File: src/rtl/add_seq.sv
// Sequential adder/subtractor that adds one CHUNK-bit slice of the operands per clock.
// Latency: out_valid rises NCH = WIDTH/CHUNK cycles after the accepting edge.
// Backpressure: one operation in flight; in_ready only in IDLE, and the result is held in DONE until out_ready.
//
// Ports:
//   clk, rst_n            - clock (rising edge) and asynchronous active-low reset
//   in_valid / in_ready   - operand handshake (A, B, carry_in, sub sampled on accept)
//   A, B                  - WIDTH-bit operands
//   carry_in, sub         - sub=0: A+B+carry_in, sub=1: A-B-carry_in
//   out_valid / out_ready - result handshake
//   out                   - WIDTH-bit two's complement result
//   carry_out             - carry out of the MSB (for subtract, 1 = no borrow)
//   overflow              - signed overflow
//   zero, negative        - out == 0, out[WIDTH-1]
module add_seq #(
    parameter int WIDTH = 16,
    parameter int CHUNK = 4
) (
    input  logic             clk,
    input  logic             rst_n,
    input  logic             in_valid,
    output logic             in_ready,
    input  logic [WIDTH-1:0] A,
    input  logic [WIDTH-1:0] B,
    input  logic             carry_in,
    input  logic             sub,
    output logic             out_valid,
    input  logic             out_ready,
    output logic [WIDTH-1:0] out,
    output logic             carry_out,
    output logic             overflow,
    output logic             zero,
    output logic             negative
);

    // WIDTH is expected to be an integer multiple of CHUNK.
    localparam int NCH = WIDTH / CHUNK;
    localparam int IW  = (NCH > 1) ? $clog2(NCH) : 1;

    localparam logic [1:0] ST_IDLE = 2'd0;
    localparam logic [1:0] ST_BUSY = 2'd1;
    localparam logic [1:0] ST_DONE = 2'd2;

    logic [1:0]       state_q, state_d;
    logic [WIDTH-1:0] a_q, a_d;
    logic [WIDTH-1:0] b_q, b_d;      // B already conditioned (inverted for subtract)
    logic             carry_q, carry_d;
    logic [IW-1:0]    idx_q, idx_d;
    logic [WIDTH-1:0] res_q, res_d;
    logic             co_q, co_d;
    logic             ov_q, ov_d;
    logic             z_q, z_d;
    logic             n_q, n_d;

    // Datapath for the slice currently selected by idx_q.
    int unsigned      base;
    logic [CHUNK-1:0] slice_a;
    logic [CHUNK-1:0] slice_b;
    logic [CHUNK:0]   slice_sum;
    logic [WIDTH-1:0] res_nx;
    logic             last_slice;
    logic             msb_cin;

    always_comb begin
        base      = int'(idx_q) * CHUNK;
        slice_a   = a_q[base +: CHUNK];
        slice_b   = b_q[base +: CHUNK];
        slice_sum = {1'b0, slice_a} + {1'b0, slice_b} + {{CHUNK{1'b0}}, carry_q};

        res_nx                 = res_q;
        res_nx[base +: CHUNK]  = slice_sum[CHUNK-1:0];

        last_slice = (idx_q == IW'(NCH - 1));

        // Since sum = a ^ b ^ cin per bit, the carry into the MSB can be
        // recovered from the MSB operand bits and the MSB sum bit. This avoids
        // splitting the last slice's adder just to tap its internal carry.
        msb_cin = res_nx[WIDTH-1] ^ a_q[WIDTH-1] ^ b_q[WIDTH-1];
    end

    // Next-state logic.
    always_comb begin
        state_d = state_q;
        a_d     = a_q;
        b_d     = b_q;
        carry_d = carry_q;
        idx_d   = idx_q;
        res_d   = res_q;
        co_d    = co_q;
        ov_d    = ov_q;
        z_d     = z_q;
        n_d     = n_q;

        case (state_q)
            ST_IDLE: begin
                if (in_valid) begin
                    // Subtract is A + ~B + 1; the extra borrow removes that +1,
                    // hence the initial carry is carry_in XOR sub.
                    a_d     = A;
                    b_d     = sub ? ~B : B;
                    carry_d = carry_in ^ sub;
                    idx_d   = '0;
                    res_d   = '0;
                    state_d = ST_BUSY;
                end
            end

            ST_BUSY: begin
                res_d   = res_nx;
                carry_d = slice_sum[CHUNK];
                if (last_slice) begin
                    // Flags are captured once, on entry to DONE, so they stay
                    // stable for the whole time the result is presented.
                    co_d    = slice_sum[CHUNK];
                    ov_d    = msb_cin ^ slice_sum[CHUNK];
                    z_d     = (res_nx == '0);
                    n_d     = res_nx[WIDTH-1];
                    state_d = ST_DONE;
                end else begin
                    idx_d = idx_q + IW'(1);
                end
            end

            ST_DONE: begin
                // No accept is possible in this cycle: in_ready is low in DONE,
                // so a new operation can start at the earliest one edge later.
                if (out_ready) begin
                    state_d = ST_IDLE;
                end
            end

            default: begin
                state_d = ST_IDLE;
            end
        endcase
    end

    always_ff @(posedge clk or negedge rst_n) begin
        if (!rst_n) begin
            state_q <= ST_IDLE;
            a_q     <= '0;
            b_q     <= '0;
            carry_q <= 1'b0;
            idx_q   <= '0;
            res_q   <= '0;
            co_q    <= 1'b0;
            ov_q    <= 1'b0;
            z_q     <= 1'b0;
            n_q     <= 1'b0;
        end else begin
            state_q <= state_d;
            a_q     <= a_d;
            b_q     <= b_d;
            carry_q <= carry_d;
            idx_q   <= idx_d;
            res_q   <= res_d;
            co_q    <= co_d;
            ov_q    <= ov_d;
            z_q     <= z_d;
            n_q     <= n_d;
        end
    end

    assign in_ready  = (state_q == ST_IDLE);
    assign out_valid = (state_q == ST_DONE);
    assign out       = res_q;
    assign carry_out = co_q;
    assign overflow  = ov_q;
    assign zero      = z_q;
    assign negative  = n_q;

endmodule

File: config.mk
export PLATFORM = sky130hd
export DESIGN_NAME = add_seq
export DESIGN_NICKNAME = d
export VERILOG_FILES = /design/src/rtl/add_seq.sv
export SDC_FILE = /design/constraint.sdc
export NUM_CORES = 1
export LEC_CHECK = 0
export CELL_PAD_IN_SITES_DETAIL_PLACEMENT = 0
export CELL_PAD_IN_SITES_GLOBAL_PLACEMENT = 1
export CORE_ASPECT_RATIO = 1.25
export CORE_MARGIN = 10
export CORE_UTILIZATION = 40
export DETAILED_ROUTE_END_ITERATION = 10
export GPL_TIMING_DRIVEN = 0
export PLACE_DENSITY_LB_ADDON = 0.3
export SYNTH_ARGS = -nofsm -noshare
export SYNTH_HDL_FRONTEND = slang
export SYNTH_SLANG_ARGS = --single-unit
File: constraint.sdc
create_clock -name clk -period 3.32 [get_ports clk]
set_input_delay 0.332 -clock clk [delete_from_list [all_inputs] [get_ports clk]]
set_output_delay 0.332 -clock clk [all_outputs]
set_load 0.02 [all_outputs]
Word level (Yosys, flattened, before mapping):

Cells that the tools add are included.

* register bits after elaboration: 57
* bits of input ports: 38
* output and inout bits: 22
* word-level logic and storage cells: 51

* add/sub/neg operators: 4
* equal/unequal tests: 7
* shift-type cells: 4
* mux-type cells: 13
* bitwise gates (word level): 5
* reduce and logical (&&, ||, !) cells: 8

Operators by type and width (number)
* 4-bit negation with 34-bit output: 1
* 4-bit by 34-bit variable shift with 16-bit output (first input constant): 1
* 4-bit by 34-bit variable part select with 16-bit output: 1
* 16-bit 2-to-1 mux: 2
* 16-bit one-hot mux with 2 select lines: 1
* 16-bit by 5-bit variable part select with 4-bit output: 2
* 16-bit bitwise mux: 1
* 16-bit zero test: 1
* 16-bit inverter: 1
* 2-bit 2-to-1 mux: 5
* 2-bit != test (second input constant): 3
* 2-bit one-hot mux with 3 select lines: 1
* 2-bit AND reduction: 3
* 3-bit AND reduction: 2
* 4-bit by 4-bit adder with 5-bit output: 1
* 5-bit by 1-bit adder with 5-bit output: 1
* 2-bit == test (second input constant): 2
* 2-bit one-hot mux with 2 select lines: 1
* 1-bit XOR: 4
* 2-bit by 1-bit adder with 2-bit output (second input constant): 1
* 2-bit by 1-bit == test with 1-bit output (second input constant): 1
* 2-bit zero test: 1
* 2-bit by 1-bit != test with 1-bit output (second input constant): 1
* 1-bit one-hot mux with 2 select lines: 1
* 2 further kinds: 2

Logic depth before layout (Yosys ltp):

* word-level depth: 8
* depth in mapped cells: 10
* depth with buffers taken out: 9

Worst setup path after synthesis:

No wires, ideal clock.

* kind: reg2reg
* start point: register idx_q[0]
* end point: register z_q (netlist: zero)
* setup time: 0.121 ns
* arrival time: 2.685 ns
* required time: 3.199 ns
* setup slack: 0.514 ns
* stages on the path, launching flop included: 11
* buffers on the path: 1
* clock period less this slack: 2.806 ns
* cell sequence: dfrtp_1 > buf_2 > mux4_2 > fa_1 > inv_1 > fa_1 > xor2_1 > and2b_1 > o32ai_1 > a41o_1 > a22o_1

* word-level cells in the longest chain between the ends: 6
* elaborated cells between the ends (all ways): 11
* those cells by class: add/sub (3); eq/ne (1); shift (4); mux (1); reduce/logical (2)

RTL lines
* start, declared: line 48 `logic [IW-1:0] idx_q, idx_d;`
* start signal, assigned: line 155 `idx_q <= idx_d;`
* 16-bit by 5-bit variable part select with 4-bit output (on tied branches): line 66, 67
* 4-bit by 4-bit adder with 5-bit output: line 68 `slice_sum = {1'b0, slice_a} + {1'b0, slice_b} + {{CHUNK{1'b0}}, carry_q};`
* 5-bit by 1-bit adder with 5-bit output: line 68
* 4-bit by 34-bit variable part select with 16-bit output: line 71 `res_nx[base +: CHUNK] = slice_sum[CHUNK-1:0];`
* 16-bit bitwise mux: line 71
* 16-bit zero test: line 116 `z_d = (res_nx == '0);`
* end signal, assigned: line 159 `z_q <= z_d;`
* end, declared: line 52 `logic z_q, z_d;`

Several ways; a longest one is shown, not always the timed one.
A chain may end at the register's enable or synchronous reset.

Worst setup path after layout:

Ends and elaborated chain as after synthesis.

==> qor.txt <==
status - completed
Overall Power - 4.509 mW
layout cells sized above 1 - 17.72%
Worst-path clk slew - 0.07 ns
Hold Buf Count CTS - 0
routed vias/inst - 5.195
FFs w/ async S/R, synth - 100.0%
Crit-path slowest cell - mux4_2
DP HPWL - 5174 um
yosys warns - 0
root buf cell - clkbuf_8
worst-path cell chain - clkbuf_4 > mux4_2 > fa_1 > inv_1 > fa_1 > xor2_1 > and2b_1 > o32ai_1 > a41o_1 > a22o_1
final net count - 360
CP Class - register to register
Max Cap Violations - 0
Crit. End Element - register
clock sink count - 57
synth cell count leaders - 57 x dfrtp_1, 24 x nor2_1, 21 x a21oi_1
Starting Density - 41.34%
Seq cells post-synth - 57
Pre-antenna DRT Iters - 4
Crit Path Max Fanout - 10
EDFF count, synth - 0
Worst setup SP type - register
Fillers - 633
first-pass GRT wire length - 10780 um
cell area after synthesis - 2884 um^2
Worst path most repeated cell - fa_1
row cnt - 34
max-slew violations - 0
Post-Route WL - 6590 um
gate count of the mapped netlist - 241
worst r2r src - idx_q[0]$_DFFE_PN0P_
die width - 95.95 um
H-tree Lvls - 3
Crit path required time - 3.59 ns
Period minus WS final - 3.041 ns
Worst-Skew Late Latency - 0.34 ns
diode count - 0
biggest area consumer among synthesized cells - dfrtp_1
post-synthesis sequential area ratio - 49.46%
final hold vios - 0
vias - 2109
synth top area cells - dfrtp_1 49%, mux2_2 7.0%, mux4_2 6.2%, xnor2_1 5.8%, ha_1 3.9%
clock skew - 0.004846 ns
I/O Buffers - 58
Ports - 60
CTS buffer count - 9
total core area - 6977 um^2
Die Y - 114.9 um
antenna violations before repair - 0
syn nets - 290
Netlist cell types - 37
Peak VDD IR - 0.0005033 V
FF-to-FF setup slack - 0.28 ns
Synth top area share - 49.46%
clock buffer depth - 2
Initial DRC Count - 48
setup TNS - 0 ns
most frequent cell after synthesis - dfrtp_1
R2R depth - 10
vias in the first global route - 2266
synthesized area per cell - 11.97 um^2
gp weighted congestion - 0.7951
post-route ant nets - 0
unrepaired setup endpoints after global routing - no
area growth from synthesis to layout - 33.10%
Leakage - 1.604 nW
Critical Path Max Stage Delay - 0.56 ns
Worst Max-Slew Pin Slew - 0.6162 ns
Slew HR - 58.92%
pwr/cell area - 1175 nW/um^2
GRT overflow - 0
Hold Crit Class - input pin to async pin
GRT Total Usage - 12.45%
CTS tree - yes
Final setup viols - 0
part of the cycle the worst path needs - 91.59%
largest net degree at the start of global routing - 32
Critical R2R Capture - zero$_DFFE_PN0P_
Max Fclk - 0.3289 GHz
die area - 11030 um^2
Main synth FF type - dfrtp_1
detailed-route DRC error count - 0
critical path arrival - 3.31 ns
WL/cell - 16.23 um
==> kinds of logic after synthesis <==
| logic type | share of synthesized area, % |
|---|---|
| DFF | 49.46 |
| AOI/OAI and AO/OA | 12.75 |
| xor gates and xnor gates | 6.985 |
| adders and majority gates | 5.293 |
| buffers and inverters | 2.863 |
| muxes | 13.28 |
| and+or+nand+nor | 9.371 |
==> metal layers <==
metal	GRT usage, %	part of all wire, %
met1	13.41	41
met2	21.63	51
met3	3.327	6.1
met4	6.502	2.2
met5	0	0
==> worst max-delay path, delay by kind of cell, from the launching register on <==
family / cells / cell delay, ns
fa+ha+maj: 2 / 0.62
mux: 1 / 0.56
flops: 1 / 0.48
compound gates: 3 / 0.44
buf+inv: 2 / 0.40
xor+xnor: 1 / 0.25
simple gates: 1 / 0.22
==> layout by cell type (no fill, tap or decap), types with 9 or more instances in the layout <==
cell,instances
a22o_1,9
clkdlybuf4s50_1,57
ha_1,9
mux2_2,18
clkbuf_8,10
dfrtp_1,57
xnor2_1,19
buf_2,9
a21oi_1,21
nor2_1,24
==> stage by stage <==
step                      cells  worst slack, ns  area [um^2]  hold WS, ns  util (%)
after detailed placement    390           0.2040         3592       0.3890     51.49
after global routing        406          0.02377         3839      0.05323     55.02
final                       406           0.2793         3839     0.007861     55.02
after global placement      389           0.1569         3577       0.4716     51.27
after floorplan             241           0.5142         2884      0.03641         -
after CTS                   406           0.1794         3836      0.02986     54.99
==> worst max path at each step <==
stage	startpoint	end	slack (ns)	cells after the start
6_report	idx_q[0]$_DFFE_PN0P_	zero$_DFFE_PN0P_	0.28	10
5_1_grt	idx_q[0]$_DFFE_PN0P_	zero$_DFFE_PN0P_	0.02	10
4_1_cts	idx_q[0]$_DFFE_PN0P_	zero$_DFFE_PN0P_	0.18	10
3_5_place_dp	idx_q[0]$_DFFE_PN0P_	zero$_DFFE_PN0P_	0.20	10
3_3_place_gp	rst_n	b_q[9]$_DFFE_PN0P_	0.16	1
2_1_floorplan	idx_q[0]$_DFFE_PN0P_	zero$_DFFE_PN0P_	0.51	10
==> timing repair <==
item / 4_1_cts / 5_1_grt
gates resized for setup: 0 / 1
endpoints found under the setup margin: 0 / 1
buffers inserted: 0 / 0
==> final cells by class <==
cell class / count / area (um^2) / share of cell area, %
flip-flops and latches: 57 / 1426 / 37.16
clock inverters: 5 / 102.6 / 2.673
multi-input cells: 166 / 1375 / 35.82
plain buffers: 11 / 58.81 / 1.532
inverters: 7 / 26.28 / 0.6845
clock buffers: 11 / 141.4 / 3.683
well taps: 90 / 112.6 / 2.934
repair buffers: 59 / 595.6 / 15.51
==> flip-flops by register name, indices dropped and copies added, names as in the netlist <==
signal and flops:
out 16, state_q 2, zero 1, a_q 16, carry_q 1, b_q 16
overflow 1, carry_out 1, negative 1, idx_q 2
==> report_power, final <==
group,internal (mW),switching (mW),leakage [nW]
logic,1.17,1.31,0.785
registers,1.02,0.211,0.699
clock network,0.518,0.278,0.120
Note: power is estimated with default switching activity, not from simulation.
